**config.mk**
```make
export PLATFORM = sky130hd
export DESIGN_NAME = lbc_codeword_serializer
export DESIGN_NICKNAME = d
export VERILOG_FILES = /design/src/rtl/lbc_pkg.sv /design/src/rtl/lbc_cw_hold.sv /design/src/rtl/lbc_codeword_serializer.sv
export SDC_FILE = /design/constraint.sdc
export NUM_CORES = 1
export LEC_CHECK = 0
export ABC_AREA = 1
export CELL_PAD_IN_SITES_DETAIL_PLACEMENT = 0
export CELL_PAD_IN_SITES_GLOBAL_PLACEMENT = 2
export CORE_UTILIZATION = 35
export DETAILED_ROUTE_END_ITERATION = 6
export HOLD_SLACK_MARGIN = 0.12
export PLACE_DENSITY_LB_ADDON = 0.1
export SLEW_MARGIN = 20
export SYNTH_ARGS = -nofsm -noshare
export SYNTH_HDL_FRONTEND = slang
export SYNTH_HIERARCHICAL = 1
export SYNTH_SLANG_ARGS = --single-unit
```
**constraint.sdc**
```tcl
create_clock -name clk -period 3.95 [get_ports clk]
set_input_delay 0.9875 -clock clk [delete_from_list [all_inputs] [get_ports clk]]
set_output_delay 0.9875 -clock clk [all_outputs]
set_load 0.03 [all_outputs]
```
**src/rtl/lbc_pkg.sv**
```systemverilog
// ---------------------------------------------------------------------------
// lbc_pkg
//   Shared constants and types for the linear-block-code datapath.
//   Codeword = 32 data bits + 6 parity bits.  The serializer FSM state type
//   lives here so anything observing the serializer can name its states.
// ---------------------------------------------------------------------------
package lbc_pkg;

   localparam int DATA_WIDTH   = 32;
   localparam int PARITY_WIDTH = 6;
   localparam int CW_WIDTH     = DATA_WIDTH + PARITY_WIDTH;

   typedef logic [CW_WIDTH-1:0] lbc_cw_t;

   typedef enum logic [1:0] {
      IDLE  = 2'd0,
      SHIFT = 2'd1,
      GAP   = 2'd2
   } ser_state_e;

endpackage : lbc_pkg

```
**src/rtl/lbc_cw_hold.sv**
```systemverilog
// ---------------------------------------------------------------------------
// lbc_cw_hold
//   One-entry holding register in front of the serializer shift register.
//   Ports:
//     clk, rst_n        clock, async active-low reset
//     in_valid/in_ready upstream handshake; in_ready is the inverse of the
//                       full flop, so it never depends on pop
//     in_data           word captured on an accepting edge
//     out_data          held word
//     out_full          entry occupied
//     pop               consumer takes the entry this edge (only while full)
//
//   Handshake: a word transfers on a rising edge where in_valid && in_ready.
//   in_valid may rise at any time; in_data must be stable while in_valid is
//   high and not yet accepted.  Because in_ready is low whenever the entry is
//   full, an accept and a pop can never happen on the same edge.
// ---------------------------------------------------------------------------
module lbc_cw_hold #(
   parameter int W = 38
) (
   input  logic         clk,
   input  logic         rst_n,
   input  logic         in_valid,
   output logic         in_ready,
   input  logic [W-1:0] in_data,
   output logic [W-1:0] out_data,
   output logic         out_full,
   input  logic         pop
);

   logic         full_q;
   logic [W-1:0] data_q;

   always_ff @(posedge clk or negedge rst_n) begin
      if (!rst_n) begin
         full_q <= 1'b0;
         data_q <= '0;
      end else if (in_valid && in_ready) begin
         full_q <= 1'b1;
         data_q <= in_data;
      end else if (pop) begin
         full_q <= 1'b0;
      end
   end

   assign in_ready = ~full_q;
   assign out_full = full_q;
   assign out_data = data_q;

endmodule : lbc_cw_hold

```
**src/rtl/lbc_codeword_serializer.sv**
```systemverilog
// ---------------------------------------------------------------------------
// lbc_codeword_serializer
//   Double-buffers encoder codewords (hold register + shift register) and
//   sends them one bit per tx_en strobe, flagging first/last bit of each
//   frame.  Optional idle strobes separate frames.
//   Ports:
//     clk, rst_n          clock, async active-low reset
//     cw_in/cw_valid/cw_ready  codeword input handshake (see lbc_cw_hold)
//     tx_en               line-rate strobe; nothing advances while low
//                         (except the IDLE load, which ignores it)
//     tx_bit/tx_valid     serial data, 0 whenever tx_valid=0
//     tx_sof/tx_eof       first / last bit of the current frame
//     busy                frame in progress, in gap, or word held
//     frames_sent         wrapping count of completed frames
// ---------------------------------------------------------------------------
module lbc_codeword_serializer #(
   parameter int CW_WIDTH   = lbc_pkg::CW_WIDTH,
   parameter bit MSB_FIRST  = 1'b1,
   parameter int GAP_CYCLES = 0
) (
   input  logic                clk,
   input  logic                rst_n,
   input  logic [CW_WIDTH-1:0] cw_in,
   input  logic                cw_valid,
   output logic                cw_ready,
   input  logic                tx_en,
   output logic                tx_bit,
   output logic                tx_valid,
   output logic                tx_sof,
   output logic                tx_eof,
   output logic                busy,
   output logic [15:0]         frames_sent
);

   import lbc_pkg::*;

   localparam int                CNT_W    = $clog2(CW_WIDTH);
   localparam logic [CNT_W-1:0]  CNT_LAST = CNT_W'(CW_WIDTH - 1);
   // Only meaningful when GAP_CYCLES > 0; the GAP state is unreachable otherwise.
   localparam logic [7:0]        GAP_LAST = 8'(GAP_CYCLES - 1);

   ser_state_e          state;
   logic [CW_WIDTH-1:0] sreg;
   logic [CNT_W-1:0]    cnt;
   logic [7:0]          gap_cnt;

   logic [CW_WIDTH-1:0] hold_data;
   logic                hold_full;
   logic                hold_pop;

   lbc_cw_hold #(.W(CW_WIDTH)) u_hold (
      .clk      (clk),
      .rst_n    (rst_n),
      .in_valid (cw_valid),
      .in_ready (cw_ready),
      .in_data  (cw_in),
      .out_data (hold_data),
      .out_full (hold_full),
      .pop      (hold_pop)
   );

   logic last_strobe;
   logic gap_done;

   assign last_strobe = (state == SHIFT) && tx_en && (cnt == CNT_LAST);
   assign gap_done    = (state == GAP) && tx_en && (gap_cnt == GAP_LAST);

   // Edges on which the shift register takes the held word.
   always_comb begin
      hold_pop = 1'b0;
      case (state)
         IDLE:    hold_pop = hold_full;
         SHIFT:   hold_pop = last_strobe && (GAP_CYCLES == 0) && hold_full;
         GAP:     hold_pop = gap_done && hold_full;
         default: hold_pop = 1'b0;
      endcase
   end

   always_ff @(posedge clk or negedge rst_n) begin
      if (!rst_n) begin
         state       <= IDLE;
         sreg        <= '0;
         cnt         <= '0;
         gap_cnt     <= '0;
         frames_sent <= '0;
      end else begin
         if (last_strobe) begin
            frames_sent <= frames_sent + 16'd1;
         end
         case (state)
            IDLE: begin
               if (hold_pop) begin
                  sreg  <= hold_data;
                  cnt   <= '0;
                  state <= SHIFT;
               end
            end
            SHIFT: begin
               if (tx_en) begin
                  if (cnt != CNT_LAST) begin
                     // Move the next bit toward whichever end drives tx_bit.
                     if (MSB_FIRST) sreg <= {sreg[CW_WIDTH-2:0], 1'b0};
                     else           sreg <= {1'b0, sreg[CW_WIDTH-1:1]};
                     cnt <= cnt + 1'b1;
                  end else if (GAP_CYCLES > 0) begin
                     gap_cnt <= '0;
                     state   <= GAP;
                  end else if (hold_pop) begin
                     sreg <= hold_data;
                     cnt  <= '0;
                  end else begin
                     state <= IDLE;
                  end
               end
            end
            GAP: begin
               if (tx_en) begin
                  if (gap_done) begin
                     if (hold_pop) begin
                        sreg  <= hold_data;
                        cnt   <= '0;
                        state <= SHIFT;
                     end else begin
                        state <= IDLE;
                     end
                  end else begin
                     gap_cnt <= gap_cnt + 8'd1;
                  end
               end
            end
            default: state <= IDLE;
         endcase
      end
   end

   // Serial outputs decode straight from state/cnt/sreg flops.
   assign tx_valid = (state == SHIFT);
   assign tx_bit   = tx_valid & (MSB_FIRST ? sreg[CW_WIDTH-1] : sreg[0]);
   assign tx_sof   = tx_valid && (cnt == '0);
   assign tx_eof   = tx_valid && (cnt == CNT_LAST);
   assign busy     = (state != IDLE) || hold_full;

endmodule : lbc_codeword_serializer

```
==> metrics, run 1 <==
Vias/cell=4.652; synthesized area=approximately 4700 sq um; hold buffers post-CTS=0; register area share after synthesis=53.50%; row count=41; io pins=64; die width=117.6 um; drt pass-1 iters=4; worst r2r dst=sreg[19]; internal power=just under 2 mW; Hold Crit Class=reg -> reg; detailed placer's ending HPWL=roughly 7.2 mm; PnR worst setup slack=0.7752 ns; Clk Latency, worst-skew pair=0.35 ns; Clock Sinks=100; Syn. warnings=6; status=finished, final reports clean; Avg Inst Size Synth=slightly above 8 sq um; first-pass GRT wire length=between 15 and 20 mm; Multi-input gate area=approximately 1900 sq um; clk buf depth=2; H-tree depth=3; CTS tree=built; Final min period=3.175 ns; Tot GR Track Use=16.72%; Leak=between 2 and 3 nW; area grow syn2layout=22.15%; Yosys reg bits=100; total core area=12820 sq um; share of power burned in the clock network=33.7%; Initial Util=between 30% and 40%; cts bufs inserted=9; Max rail drop VDD=approximately 180 uV; Final Setup Violations=0; Max-slew headroom=38.32%; CP Max Fanout=7; antenna viol nets, final=0; Detailed Route WL=10.61 mm; period utilization=about four fifths; WHS Path Cells=2; vias in the first global route=roughly 3800; die area=13830 sq um; initial antenna violation count=0; critical path type=reg -> out; largest net degree at the start of global routing=57; Die Height=117.6 um; Hold Vio Cnt, Final=0; RSZ-0062 raised after global routing=no; CTS clk-pin slew, worst paths=0.07 ns; FF-to-FF path depth=9; fin nets=roughly 670; critical path data required time=2.96 ns; GPL Wtd Cong=0.7461; fin cells=804; Register Area=2502 sq um; HP Start=u_hold/out_data[17]; Max Freq=315.0 MHz; CP Capture Type=output pin; DR iter-0 viols=around 210; Resized cells post-CTS=0; clock skew=0.008237 ns; critical path arrival=2.19 ns; Startpoint Class=flip-flop; DRC=0; Mapped Cells=571; share of layout cells above drive strength 1=approximately 5.7%; Hold Path End=u_hold/out_data[17]; Post-Place Setup Slack=0.9383 ns; Layout fillers=1325; placed instance count=788; sw frac=~30%; Combinational Power Share=18.5%; max-slew violations=0; total grt overflow=0; synth unique cells=25; vias after detailed routing=3740; # diodes=0; TNS Setup=0 ns; PwrDens=479.5 nW/um^2; Max Cap Viol=0; syn nets=617; Routed WL per cell=between 10 and 15 um; post-CTS setup buffers=0; sequential group share of total power=a little under half; worst r2r src=cnt[1]; setup slack, reg-to-reg=1.65 ns; Worst-Margin Slew=0.9251 ns; PortBufs=63; CTS root buffer=clkbuf_16; NetSw=roughly 0.82 mW
[metrics by stage]
step	util [%]	area (sq um)	power, mW	hold slack, ns
2_1_floorplan	-	4677	1.646	0.4422
3_3_place_gp	42.10	5399	1.828	0.4562
3_5_place_dp	42.10	5399	1.847	0.4610
4_1_cts	44.55	5713	2.784	0.4781
5_1_grt	44.55	5713	2.905	0.4921
6_report	44.55	5713	2.740	0.4710
[synth_stat cells, drive strengths merged]
cell / count / share of area, %
nor3: 4 / 0.43
or2: 2 / 0.27
xor2: 4 / 0.75
nor2: 21 / 2.2
clkbuf: 1 / 0.080
ha: 4 / 1.1
dfrtp: 100 / 54
buf: 23 / 3.7
nand2: 261 / 21
inv: 32 / 2.6
nand3: 94 / 11
nand4: 7 / 0.94
xnor2: 7 / 1.3
a21oi: 1 / 0.19
o21ai: 9 / 1.0
nor4: 1 / 0.13
[registers in the layout, summed over array words and instances (netlist names)]
| register | count |
|---|---|
| sreg | 38 |
| u_hold/out_data | 38 |
| frames_sent | 16 |
| cnt | 6 |
| state | 1 |
| u_hold/out_full | 1 |
[layout by cell type (no fill, tap or decap), types with 6 or more instances in the layout]
cell type        netlist  layout
inv_1                 27      27
o21ai_0                8       8
nand4_1                7       7
nand2_1              260     260
xnor2_1                7       7
clkbuf_16              0       9
nor2_1                17      17
nand3_1               92      92
clkdlybuf4s50_1        0      62
buf_4                  9       6
dfrtp_1              100     100
[layout make-up]
type	count	area share, %
timing repair buffer	69	12.00
inverter	32	2.146
clock buffer	13	4.731
tap	172	3.767
clock inverter	3	0.7665
multi-input combinational	415	32.79
sequential	100	43.80
[worst max-delay path, cell delays in order, from the launching register on]
cell and delay [ns]:
dfrtp_1 0.53, inv_2 0.14, nor4_1 0.42, clkdlybuf4s50_1 0.75
[kinds of logic after synthesis]
family / synth area share [%]
buf+inv: 6.447
simple gates: 35.69
xor+xnor: 2.060
flops: 53.50
fa+ha+maj: 1.070
compound gates: 1.231
[worst max-delay path by stage]
stage,slack (ns),from,cells after the start,end
global route,0.66,cnt[1],7,tx_eof
detailed placement,0.94,tx_en,6,sreg[14]
finish,0.78,state[0],3,tx_sof
CTS,0.78,state[0],3,tx_sof
global placement,1.05,tx_en,6,sreg[31]
floorplan,1.18,state[0],2,tx_sof
[metal layers]
metal	track usage [%]	vias to the layer above	routed length (um)	share of wire [%]
met5	0	-	0	0
met4	6.811	0	190	1.8
met3	2.859	12	327	3.1
met2	26.52	61	4773	45
met1	22.65	1749	5321	50
li1	-	1918	-	-
[power by group through the flow]
stage	combinational, mW	sequential [mW]	clock, mW
after floorplan	0.339	1.31	0
after global placement	0.502	1.33	0
after detailed placement	0.518	1.33	0
after CTS	0.519	1.31	0.954
after global routing	0.577	1.33	0.996
final	0.506	1.31	0.924
Power figures use the tool's default switching activity.
==> run 2, diff against run 1 <==
--- a/config.mk
+++ b/config.mk
@@ -8,7 +8,7 @@
 export ABC_AREA = 1
 export CELL_PAD_IN_SITES_DETAIL_PLACEMENT = 0
 export CELL_PAD_IN_SITES_GLOBAL_PLACEMENT = 2
-export CORE_UTILIZATION = 35
+export CORE_UTILIZATION = 32
 export DETAILED_ROUTE_END_ITERATION = 6
 export HOLD_SLACK_MARGIN = 0.12
 export PLACE_DENSITY_LB_ADDON = 0.1
==> constraint.sdc (replaced) <==
create_clock -name clk -period 3.2 [get_ports clk]
set_input_delay 0.8 -clock clk [delete_from_list [all_inputs] [get_ports clk]]
set_output_delay 0.8 -clock clk [all_outputs]
set_load 0.03 [all_outputs]
==> metrics, run 2 (same netlist as run 1, synthesis figures left out) <==
status=finished, final reports clean; critical path arrival=2.11 ns; max-slew violations=0; detailed placer's ending HPWL=7.303 mm; PwrDens=approximately 600 nW/um^2; Hold Crit Class=in -> async; Resized cells post-CTS=0; total power=~3.5 mW; GPL Wtd Cong=~0.81; initial antenna violation count=0; clk buf depth=2; Max-slew headroom=40.46%; vias in the first global route=3604; total grt overflow=0; H-tree depth=3; period utilization=90.90%; fin nets=676; Layout fillers=1441; wire length on met1=between 5 and 6 mm; met3 wire len=430 um; CTS tree=built; fin cells=815; Hold WS=0.3475 ns; Tot GR Track Use=15.99%; Max Freq=343.8 MHz; row count=43; area grow syn2layout=23.86%; RSZ-0062 raised after global routing=no; hold buffers post-CTS=0; CTS clk-pin slew, worst paths=roughly 0.070 ns; DR iter-0 viols=270; total core area=14040 sq um; Vias/cell=4.573; DRC=0; placed instance count=between 700 and 800; critical path data required time=2.40 ns; post-CTS setup buffers=0; die width=122.9 um; Initial Util=33.31%; largest net degree at the start of global routing=50; PortBufs=63; Clock Sinks=100; commonest non-fill, non-tap cell in the layout=nand2_1; cts bufs inserted=9; Final Setup Violations=0; CTS root buffer=clkbuf_16; critical path type=reg -> out; Hold Vio Cnt, Final=0; drt pass-1 iters=4; vias after detailed routing=about 3700; first-pass GRT wire length=18.49 mm; Worst-Margin Slew=0.8930 ns; Final min period=between 2 and 3 ns; Die Height=122.9 um; CP Max Fanout=7; TNS Setup=0 ns; Max Cap Viol=0; antenna viol nets, final=0; Routed WL per cell=13.04 um; io pins=64; clock skew=0.008584 ns; top sig layer=met4; metal2 WL=about 4.8 mm; Post-Place Setup Slack=0.6316 ns; Leak=2.862 nW; most frequent cells in the layout=nand2_1 (260), dfrtp_1 (100), nand3_1 (92); PnR worst setup slack=0.2913 ns; die area=between 15000 and 20000 sq um; # diodes=0; CP Capture Type=output pin; Detailed Route WL=10.63 mm; Startpoint Class=flip-flop; Clk Latency, worst-skew pair=0.35 ns; share of layout cells above drive strength 1=6.299%; Max rail drop VDD=261.6 uV
## run 2: cell types whose count changed in the layout (fill, tap and decap cells not counted), sizes merged
cell / change
bufinv: +1
clkinv: -1
clkinvlp: +2
clkbuf: -2
buf: +3
## run 2: path summary, 6_finish.rpt
path,startpoint,endpoint,slack (ns),cells after the start
max reg2reg,cnt[1],sreg[9],1.07,9
min,rst_n,cnt[0],0.35,1
min in group clk,u_hold/out_data[29],u_hold/out_data[29],0.47,2
max in group asynchronous,rst_n,u_hold/out_data[18],2.13,2
max,state[0],tx_sof,0.29,3
min reg2reg,u_hold/out_data[29],u_hold/out_data[29],0.47,2
## run 2: power by group
part	internal [mW]	leakage, nW	switching (mW)
combinational	0.249	1.38	0.383
sequential	1.46	1.33	0.147
clock	0.730	0.158	0.489
## run 2: cell type report
type | instances | area (sq um) | share of cell area [%]
multi-input combinational | 415 | 1873 | 32.33
inverter | 32 | 122.6 | 2.117
timing repair buffer | 72 | 733.2 | 12.66
sequential | 100 | 2502 | 43.20
clock buffer | 11 | 252.7 | 4.363
tap | 180 | 225.2 | 3.888
clock inverter | 5 | 83.83 | 1.447
## run 2: worst max-delay path, stage by stage, from the launching register on
cell             delay [ns]
dfrtp_1                0.57
inv_2                  0.15
nor4_1                 0.32
clkdlybuf4s50_1        0.72
## run 2: routing by layer
metal  global-route usage, %  vias up
li1                        -     1922
met1                   21.72     1746
met2                   24.79       54
met3                   4.751        5
met4                   4.116        0
met5                       0        -
## run 2: stage by stage
step | utilization, % | cell area, sq um
after detailed placement | 38.86 | 5456
after global placement | 38.86 | 5456
after global routing | 41.25 | 5793
after floorplan | - | 4677
after CTS | 41.25 | 5793
final | 41.25 | 5793
